==> src/rtl/battle_if.sv <==
// Battle handshake between the game-state side (master) and the battle engine (slave).
interface battle_if;
  logic            is_battle;
  logic [7:0]      keycode;
  logic            frame_tick;
  logic [2:0][2:0] enemy_team;
  logic            end_battle;
  logic            result;
  logic [1:0]      my_cur;
  logic [2:0]      enemy_cur_id;
  logic            menu_sel;
  logic [5:0]      my_hp_cur;
  logic [5:0]      enemy_hp_cur;
  logic            busy;

  modport master (
    output is_battle, keycode, frame_tick, enemy_team,
    input  end_battle, result, my_cur, enemy_cur_id, menu_sel,
           my_hp_cur, enemy_hp_cur, busy
  );

  modport slave (
    input  is_battle, keycode, frame_tick, enemy_team,
    output end_battle, result, my_cur, enemy_cur_id, menu_sel,
           my_hp_cur, enemy_hp_cur, busy
  );
endinterface

==> src/rtl/battle_engine.sv <==
// Turn-based battle controller: three player creatures against three enemies,
// keyboard-driven move selection with frame-timed attack animations.
module battle_engine #(
  parameter logic [5:0] MAX_HP      = 6'd20,
  parameter logic [5:0] DMG_A       = 6'd5,
  parameter logic [5:0] DMG_B       = 6'd8,
  parameter logic [5:0] ENEMY_DMG   = 6'd4,
  parameter logic [5:0] ANIM_FRAMES = 6'd30
) (
  input  logic     Clk,
  input  logic     Reset,
  battle_if.slave  bus
);

  typedef enum logic [2:0] {
    IDLE, MENU, P_HIT, WAIT, E_CHECK, X_HIT, M_CHECK, DONE
  } state_t;

  localparam logic [7:0] KEY_A     = 8'h04;
  localparam logic [7:0] KEY_D     = 8'h07;
  localparam logic [7:0] KEY_ENTER = 8'h28;

  state_t          r_state, w_state_nxt;
  state_t          r_ret, w_ret_nxt;
  logic [2:0][5:0] r_my_hp, w_my_hp_nxt;
  logic [2:0][5:0] r_en_hp, w_en_hp_nxt;
  logic [1:0]      r_my_cur, w_my_cur_nxt;
  logic [1:0]      r_en_idx, w_en_idx_nxt;
  logic            r_menu_sel, w_sel_nxt;
  logic            r_result, w_result_nxt;
  logic [5:0]      r_timer, w_timer_nxt;
  logic [7:0]      r_keycode_q;
  logic            r_is_battle_q;
  logic            w_press;

  function automatic logic [5:0] sat_sub(input logic [5:0] hp, input logic [5:0] d);
    return (hp > d) ? hp - d : '0;
  endfunction

  assign w_press = (bus.keycode != 8'h00) && (bus.keycode != r_keycode_q);

  always_comb begin
    w_state_nxt  = r_state;
    w_ret_nxt    = r_ret;
    w_my_hp_nxt  = r_my_hp;
    w_en_hp_nxt  = r_en_hp;
    w_my_cur_nxt = r_my_cur;
    w_en_idx_nxt = r_en_idx;
    w_sel_nxt    = r_menu_sel;
    w_result_nxt = r_result;
    w_timer_nxt  = r_timer;
    // Abort takes priority over every state's own transition; all data holds.
    if (r_state != IDLE && !bus.is_battle) begin
      w_state_nxt = IDLE;
    end else begin
      case (r_state)
        IDLE: begin
          if (bus.is_battle && !r_is_battle_q) begin
            w_my_hp_nxt  = {3{MAX_HP}};
            w_en_hp_nxt  = {3{MAX_HP}};
            w_my_cur_nxt = '0;
            w_en_idx_nxt = '0;
            w_sel_nxt    = 1'b0;
            w_result_nxt = 1'b0;
            w_state_nxt  = MENU;
          end
        end
        MENU: begin
          if (w_press) begin
            case (bus.keycode)
              KEY_A:     w_sel_nxt   = 1'b0;
              KEY_D:     w_sel_nxt   = 1'b1;
              KEY_ENTER: w_state_nxt = P_HIT;
              default:   ;
            endcase
          end
        end
        P_HIT: begin
          w_en_hp_nxt[r_en_idx] = sat_sub(r_en_hp[r_en_idx], r_menu_sel ? DMG_B : DMG_A);
          w_timer_nxt = ANIM_FRAMES;
          w_ret_nxt   = E_CHECK;
          w_state_nxt = WAIT;
        end
        WAIT: begin
          if (r_timer == '0) begin
            w_state_nxt = r_ret;
          end else if (bus.frame_tick) begin
            w_timer_nxt = r_timer - 6'd1;
          end
        end
        E_CHECK: begin
          if (r_en_hp[r_en_idx] == '0) begin
            if (r_en_idx == 2'd2) begin
              w_result_nxt = 1'b1;
              w_state_nxt  = DONE;
            end else begin
              w_en_idx_nxt = r_en_idx + 2'd1;
              w_state_nxt  = MENU;
            end
          end else begin
            w_state_nxt = X_HIT;
          end
        end
        X_HIT: begin
          w_my_hp_nxt[r_my_cur] = sat_sub(r_my_hp[r_my_cur], ENEMY_DMG);
          w_timer_nxt = ANIM_FRAMES;
          w_ret_nxt   = M_CHECK;
          w_state_nxt = WAIT;
        end
        M_CHECK: begin
          w_state_nxt = MENU;
          if (r_my_hp[r_my_cur] == '0) begin
            if (r_my_cur == 2'd2) begin
              w_result_nxt = 1'b0;
              w_state_nxt  = DONE;
            end else begin
              w_my_cur_nxt = r_my_cur + 2'd1;
            end
          end
        end
        DONE:    w_state_nxt = IDLE;
        default: w_state_nxt = IDLE;
      endcase
    end
  end

  always_ff @(posedge Clk or negedge Reset) begin
    if (!Reset) begin
      r_state       <= IDLE;
      r_ret         <= IDLE;
      r_my_hp       <= '0;
      r_en_hp       <= '0;
      r_my_cur      <= '0;
      r_en_idx      <= '0;
      r_menu_sel    <= 1'b0;
      r_result      <= 1'b0;
      r_timer       <= '0;
      r_keycode_q   <= '0;
      r_is_battle_q <= 1'b0;
    end else begin
      r_state       <= w_state_nxt;
      r_ret         <= w_ret_nxt;
      r_my_hp       <= w_my_hp_nxt;
      r_en_hp       <= w_en_hp_nxt;
      r_my_cur      <= w_my_cur_nxt;
      r_en_idx      <= w_en_idx_nxt;
      r_menu_sel    <= w_sel_nxt;
      r_result      <= w_result_nxt;
      r_timer       <= w_timer_nxt;
      r_keycode_q   <= bus.keycode;
      r_is_battle_q <= bus.is_battle;
    end
  end

  assign bus.end_battle   = (r_state == DONE);
  assign bus.busy         = (r_state == WAIT);
  assign bus.result       = r_result;
  assign bus.my_cur       = r_my_cur;
  assign bus.menu_sel     = r_menu_sel;
  assign bus.my_hp_cur    = r_my_hp[r_my_cur];
  assign bus.enemy_hp_cur = r_en_hp[r_en_idx];
  assign bus.enemy_cur_id = bus.enemy_team[r_en_idx];

endmodule
==> src/flat_wrapper.sv <==
// flat-port wrapper written by rule: the top's interface ports become plain ports
module battle_engine_flat 
#(
  parameter logic [5:0] MAX_HP      = 6'd20,
  parameter logic [5:0] DMG_A       = 6'd5,
  parameter logic [5:0] DMG_B       = 6'd8,
  parameter logic [5:0] ENEMY_DMG   = 6'd4,
  parameter logic [5:0] ANIM_FRAMES = 6'd30
)
  (Clk, Reset, bus_is_battle, bus_keycode, bus_frame_tick, bus_enemy_team, bus_end_battle, bus_result, bus_my_cur, bus_enemy_cur_id, bus_menu_sel, bus_my_hp_cur, bus_enemy_hp_cur, bus_busy);
  battle_if bus_i ();
  input  logic Clk;
  input  logic Reset;
  input wire logic [$bits(bus_i.is_battle)-1:0] bus_is_battle;
  input wire logic [$bits(bus_i.keycode)-1:0] bus_keycode;
  input wire logic [$bits(bus_i.frame_tick)-1:0] bus_frame_tick;
  input wire logic [$bits(bus_i.enemy_team)-1:0] bus_enemy_team;
  output wire logic [$bits(bus_i.end_battle)-1:0] bus_end_battle;
  output wire logic [$bits(bus_i.result)-1:0] bus_result;
  output wire logic [$bits(bus_i.my_cur)-1:0] bus_my_cur;
  output wire logic [$bits(bus_i.enemy_cur_id)-1:0] bus_enemy_cur_id;
  output wire logic [$bits(bus_i.menu_sel)-1:0] bus_menu_sel;
  output wire logic [$bits(bus_i.my_hp_cur)-1:0] bus_my_hp_cur;
  output wire logic [$bits(bus_i.enemy_hp_cur)-1:0] bus_enemy_hp_cur;
  output wire logic [$bits(bus_i.busy)-1:0] bus_busy;
  assign bus_i.is_battle = bus_is_battle;
  assign bus_i.keycode = bus_keycode;
  assign bus_i.frame_tick = bus_frame_tick;
  assign bus_i.enemy_team = bus_enemy_team;
  assign bus_end_battle = bus_i.end_battle;
  assign bus_result = bus_i.result;
  assign bus_my_cur = bus_i.my_cur;
  assign bus_enemy_cur_id = bus_i.enemy_cur_id;
  assign bus_menu_sel = bus_i.menu_sel;
  assign bus_my_hp_cur = bus_i.my_hp_cur;
  assign bus_enemy_hp_cur = bus_i.enemy_hp_cur;
  assign bus_busy = bus_i.busy;
  battle_engine #(.MAX_HP(MAX_HP), .DMG_A(DMG_A), .DMG_B(DMG_B), .ENEMY_DMG(ENEMY_DMG), .ANIM_FRAMES(ANIM_FRAMES)) u_core (.Clk(Clk), .Reset(Reset), .bus(bus_i));
endmodule
==> config.mk <==
export PLATFORM = sky130hd
export DESIGN_NAME = battle_engine_flat
export DESIGN_NICKNAME = d
export VERILOG_FILES = /design/src/rtl/battle_if.sv /design/src/rtl/battle_engine.sv /design/src/flat_wrapper.sv
export SDC_FILE = /design/constraint.sdc
export NUM_CORES = 1
export LEC_CHECK = 0
export CAP_MARGIN = 20
export CORE_AREA = 2 2 110 112
export DETAILED_ROUTE_END_ITERATION = 10
export DIE_AREA = 0 0 112 114
export PLACE_DENSITY = 0.46
export SKIP_CTS_REPAIR_TIMING = 1
export SLEW_MARGIN = 20
export SYNTH_ARGS = -nofsm -noshare
export SYNTH_HDL_FRONTEND = slang
export SYNTH_SLANG_ARGS = --single-unit
==> constraint.sdc <==
create_clock -name Clk -period 5.15 [get_ports Clk]
set_input_delay 1.545 -clock Clk [delete_from_list [all_inputs] [get_ports Clk]]
set_output_delay 1.545 -clock Clk [all_outputs]
set_load 0.005 [all_outputs]
# [Word-level counts from Yosys, hierarchy flattened]
# Cells that the tools add are included.
[op_classes] n_bitwise=1 n_lt_le_gt_ge=6 mux=48 n_eq_ne=28 addsub=5 n_reduce_logical=31
[ops] operator="18-bit case mux with 2 select lines" count=2
[ops] operator="6-bit 2-to-1 mux" count=8
[ops] operator="18-bit bitwise mux" count=2
[ops] operator="3-bit 2-to-1 mux" count=10
[ops] operator="6-bit binary-select mux with 2-bit select" count=2
[ops] operator="6-bit demux with 2-bit select" count=2
[ops] operator="3-bit case mux with 7 select lines" count=1
[ops] operator="6-bit logical NOT" count=3
[ops] operator="18-bit 2-to-1 mux" count=1
[ops] operator="8-bit by 3-bit equality test with 1-bit output (second input constant)" count=2
[ops] operator="5-bit AND reduction" count=3
[ops] operator="2-bit nonzero test" count=7
[ops] operator="3-bit equality test (second input constant)" count=4
[ops] operator="2-bit by 1-bit != test with 1-bit output (second input constant)" count=6
[ops] operator="3-bit by 1-bit != test with 1-bit output (second input constant)" count=4
[ops] operator="6-bit case mux with 2 select lines" count=1
[ops] operator="2-bit 2-to-1 mux" count=5
[ops] operator="8-bit by 6-bit equality test with 1-bit output (second input constant)" count=1
[ops] operator="2-bit != test (second input constant)" count=4
[ops] operator="8-bit != test" count=1
[ops] operator="2-bit case mux with 2 select lines" count=2
[ops] operator="4-bit AND reduction" count=2
[ops] operator="8-bit nonzero test" count=1
[ops] operator="7-bit AND reduction" count=1
[ops] operator="26 further kinds" count=44
[word_totals] reg_bits=63 in_bits=21 out_inout_bits=21

# [Logic depth before layout (Yosys ltp)]
[depth] word_depth=6 depth_mapped=11 depth_no_buf=10

# [Worst setup path after synthesis]
# OpenSTA, ideal clock, no wires.
[synth_path] path_kind="input -> output" startpoint="in bus_enemy_team[3]" endpoint="out bus_enemy_cur_id[0]" n_path_buf=0 cell_stages=2 required_ns=3.605 t_arrival_ns=1.766 path_slack_ns=1.839 path_cell_list="mux2i_1 o21ai_0"
[synth_between] elab_chain_cells=2
[synth_lines] element="start: declaration" line_no="flat_wrapper.sv:17" rtl="input wire logic [$bits(bus_i.enemy_team)-1:0] bus_enemy_team;"
[synth_lines] element="3-bit binary-select mux with 2-bit select" line_no="battle_engine.sv:162" rtl="assign bus.enemy_cur_id = bus.enemy_team[r_en_idx];"
[synth_lines] element="3-bit 2-to-1 mux (implied by the code)" line_no="battle_engine.sv:162"
[synth_lines] element="end: declaration" line_no="flat_wrapper.sv:21" rtl="output wire logic [$bits(bus_i.enemy_cur_id)-1:0] bus_enemy_cur_id;"
# Every way passes these cells. The select of a mux whose other input is x is not followed.

# [Worst setup path after layout]
[layout_path] startpoint="in bus_enemy_team[0]" endpoint="out bus_enemy_cur_id[0]"
# The elaborated chain is that of the path after synthesis.

==> run_summary.xml <==
<?xml version="1.0" encoding="UTF-8"?>
<metrics>
  <group name="drt">
    <metric name="drt-initial-drc-count" unit="">126</metric>
    <metric name="drt-vias-per-instance" unit="">5.02</metric>
    <metric name="drt_wl_total" unit="mm">8.33</metric>
    <metric name="routed_wire_length_per_instance" unit="um">15.4</metric>
    <metric name="drt_drc_violations_left" unit="">0</metric>
    <metric name="antenna_left" unit="">0</metric>
    <metric name="num_vias" unit="">2722</metric>
    <metric name="detail_route.first_pass.iterations" unit="">4</metric>
  </group>
  <group name="global_route">
    <metric name="grt_first_pass_wirelength" unit="mm">13.8</metric>
    <metric name="first_global_vias" unit="">2663</metric>
    <metric name="largest_net_degree_at_the_start_of_global_routing" unit="">41</metric>
    <metric name="antenna_violations_before_repair" unit="">0</metric>
    <metric name="grt.total_usage" unit="%">13.6</metric>
    <metric name="overflow" unit="">0</metric>
  </group>
  <group name="logic_synthesis">
    <metric name="synth_area_leaders" unit="">dfrtp_1, ha_1, mux2i_1</metric>
    <metric name="most_used_flip_flop_cell_after_synthesis" unit="">dfrtp_1</metric>
    <metric name="post_synth_inst_count" unit="">348</metric>
    <metric name="synth.top_cell.area_share" unit="%">45.2</metric>
    <metric name="synth-seq-cells" unit="">62</metric>
    <metric name="synth.distinct_cells" unit="">51</metric>
    <metric name="syn-mean-instance-area" unit="sq um">9.85</metric>
    <metric name="post_synth_instance_area" unit="sq mm">0.00343</metric>
    <metric name="yosys_warnings" unit="">0</metric>
    <metric name="library_cell_occupying_the_most_area_in_the_post_synthesis_netlist" unit="">dfrtp_1</metric>
    <metric name="synth_enable_flop_cells" unit="">0</metric>
    <metric name="postSynth.asyncResetShare" unit="%">100</metric>
    <metric name="syn_nets" unit="">383</metric>
    <metric name="seq_area_frac_synth" unit="%">45.2</metric>
  </group>
  <group name="clocking">
    <metric name="tritoncts" unit="">done</metric>
    <metric name="cts-root-to-sink-buffers" unit="">2</metric>
    <metric name="max_h_tree_level" unit="">3</metric>
    <metric name="worst_setup_hold_path_clk_slew" unit="ps">50</metric>
    <metric name="cts-root-buf" unit="">clkbuf_16</metric>
    <metric name="worst_skew_pair.late_latency" unit="ps">320</metric>
    <metric name="cts_sink_count" unit="">62</metric>
    <metric name="cts_made_buffers" unit="">9</metric>
  </group>
  <group name="floorplanning">
    <metric name="initial_core_util" unit="%">29.3</metric>
    <metric name="std_cell_rows" unit="">40</metric>
    <metric name="floorplan.die.height" unit="um">114</metric>
    <metric name="chipWidth" unit="um">112</metric>
    <metric name="design.portCount" unit="">42</metric>
    <metric name="core_region_area" unit="sq mm">0.0117</metric>
    <metric name="die-area" unit="sq mm">0.0128</metric>
  </group>
  <group name="sta">
    <metric name="fin_setup_tns" unit="ps">0</metric>
    <metric name="finalClockSkew" unit="ps">5.64</metric>
    <metric name="hold-worst-slack" unit="ps">476</metric>
    <metric name="max_slew.worst_pin.slew" unit="ps">941</metric>
    <metric name="rsz0062_at_grt" unit="">no</metric>
    <metric name="finalWorstPathRequiredPeriod" unit="ps">4310</metric>
    <metric name="layout_worst_path_cycle_share" unit="%">83.6</metric>
    <metric name="hold_violations" unit="">0</metric>
    <metric name="max-slew-margin-rel" unit="%">37.2</metric>
    <metric name="maxClockFrequency" unit="GHz">0.232</metric>
    <metric name="timing.final.max_slew_violations" unit="">0</metric>
    <metric name="post-route-worst-setup-slack" unit="ps">844</metric>
    <metric name="setup_viol_count_final" unit="">0</metric>
  </group>
  <group name="worst_setup_path">
    <metric name="critical_path.n_buffers_inverters" unit="">2</metric>
    <metric name="cp_data_required_time" unit="ps">3610</metric>
    <metric name="setup.worst_path.end_class" unit="">output port</metric>
    <metric name="worst-path-max-fanout" unit="">1</metric>
    <metric name="crit_path_cell_trace" unit="">clkdlybuf4s50_1, mux2i_1, o21ai_0, clkdlybuf4s50_1</metric>
    <metric name="max_stage_delay" unit="ps">520</metric>
    <metric name="worst_setup_path_start_kind" unit="">input port</metric>
    <metric name="critPathKind" unit="">input port to output port</metric>
    <metric name="worst_path_most_repeated_cell" unit="">clkdlybuf4s50_1</metric>
    <metric name="crit_slowest_cell" unit="">clkdlybuf4s50_1</metric>
    <metric name="cp.arrival" unit="ps">2760</metric>
    <metric name="cpLargestDelayFamily" unit="">buffers and inverters</metric>
  </group>
  <group name="cells_and_area">
    <metric name="proportion_of_layout_cells_with_a_drive_suffix_above_1" unit="%">8.35</metric>
    <metric name="area_growth_syn_to_layout" unit="%">24.4</metric>
    <metric name="finalNetCount" unit="">425</metric>
    <metric name="layout_cells_excl_fill" unit="">542</metric>
    <metric name="mostFrequentLayoutCells" unit="">dfrtp_1, clkdlybuf4s50_1, nand2_1</metric>
    <metric name="most_frequent_standard_cell_in_the_layout_excluding_fill_and_tap_cells" unit="">dfrtp_1</metric>
    <metric name="antenna_cells" unit="">0</metric>
  </group>
  <group name="power">
    <metric name="total_leakage_power" unit="uW">0.00174</metric>
    <metric name="post-layout-total-power" unit="uW">1220</metric>
    <metric name="power.ir.vdd_worst" unit="mV">0.147</metric>
    <metric name="power.density" unit="mW/mm^2">285</metric>
  </group>
  <group name="worst_hold_path">
    <metric name="min_path_type" unit="">flop to flop</metric>
  </group>
  <group name="flow_run">
    <metric name="timing.max_cap.violations" unit="">0</metric>
  </group>
  <group name="placement">
    <metric name="dpl.cell_count" unit="">526</metric>
    <metric name="io_buffers" unit="">41</metric>
    <metric name="detailed_place_hpwl" unit="mm">6.06</metric>
    <metric name="routability_congestion_estimate_from_global_placement" unit="">0.780</metric>
    <metric name="place_worst_setup_slack" unit="ps">835</metric>
  </group>
  <group name="run_status">
    <metric name="status" unit="">finished clean</metric>
  </group>
</metrics>
## Yosys cell counts, drive strengths merged (4+ instances only)
| cell type | instances |
|---|---|
| a211oi | 4 |
| a21oi | 10 |
| a22o | 7 |
| a31oi | 5 |
| a32o | 6 |
| a32oi | 4 |
| and3 | 7 |
| buf | 5 |
| clkbuf | 6 |
| dfrtp | 62 |
| ha | 14 |
| inv | 21 |
| mux2 | 10 |
| mux2i | 15 |
| nand2 | 31 |
| nand3 | 11 |
| nand3b | 4 |
| nand4 | 4 |
| nor2 | 20 |
| nor2b | 4 |
| nor3 | 11 |
| o21a | 4 |
| o21ai | 35 |
| o2bb2ai | 6 |
| xnor2 | 10 |
| xor2 | 5 |
## kinds of logic (layout without fill, tap and decap cells)
group / count (synthesis) / in the layout / share of synthesized area (%)
AO/OA/AOI/OAI: 93 / 93 / 18.3
XOR/XNOR: 15 / 15 / 3.83
adder cells (fa/ha/maj): 14 / 14 / 5.11
buffers and inverters: 33 / 80 / 4.23
flip-flops: 62 / 62 / 45.2
multiplexers: 25 / 25 / 7.66
AND/OR/NAND/NOR: 106 / 106 / 15.6
## registers in the layout (all words and copies together) (netlist names)
register              flops
u_core.r_en_hp           18
u_core.r_my_hp           18
u_core.r_keycode_q        8
u_core.r_timer            6
u_core.r_state            3
u_core.bus.my_cur         2
u_core.r_en_idx           2
u_core.r_ret              2
u_core.bus.menu_sel       1
u_core.bus.result         1
u_core.r_is_battle_q      1
## final timing paths
| path | startpoint | depth (start not counted) | to | slack (ps) |
|---|---|---|---|---|
| worst max-delay path | bus_enemy_team[0] | 4 | bus_enemy_cur_id[0] | 840 |
| worst min-delay path | u_core.r_my_hp[9] | 2 | u_core.r_my_hp[9] | 480 |
| worst max register to register | u_core.r_en_idx[0] | 9 | u_core.r_en_hp[5] | 1770 |
| worst min register to register | u_core.r_my_hp[9] | 2 | u_core.r_my_hp[9] | 480 |
| max in group asynchronous | Reset | 2 | u_core.r_state[1] | 2920 |
| min in group asynchronous | Reset | 1 | u_core.r_my_hp[17] | 1370 |
## power by group
group	switching (uW)	internal, uW	total (uW)	leakage, uW
Combinational	50.3	41.7	92.0	0.000814
Sequential	11.2	501	513	0.000778
Clock	210	400	611	0.000146
Total	272	943	1220	0.00174
## metal layers
metal  GRT usage, %  up-vias  share of wire (%)
li1               -     1349                  -
met1           18.4     1306                 49
met2           21.6       60                 46
met3           2.66        7                4.3
met4           5.61        0                1.2
met5              0        -                  0
## metrics by stage
stage / cell area, sq um / util, %
floorplan: 3430 / -
global placement: 3960 / 33.8
detailed placement: 3960 / 33.8
CTS: 4270 / 36.4
global route: 4270 / 36.4
finish: 4270 / 36.4
## area by class of cell
cell class              instances  area (sq um)
fillers                      1198          7440
multi-input cells             253          1730
flip-flops and latches         62          1550
repair buffers                 42           413
clock buffers                  13           260
well taps                     147           184
inverters                      22          82.6
clock inverters                 3          42.5
## worst register-to-register path: cells and delay by family (launching register included)
family | cells | cell delay, ps
flip-flops | 1 | 630
adder cells (fa/ha/maj) | 2 | 460
AND/OR/NAND/NOR | 1 | 640
AO/OA/AOI/OAI | 5 | 1520
buffers and inverters | 1 | 80
No activity file was read; power rests on OpenSTA's default activity.
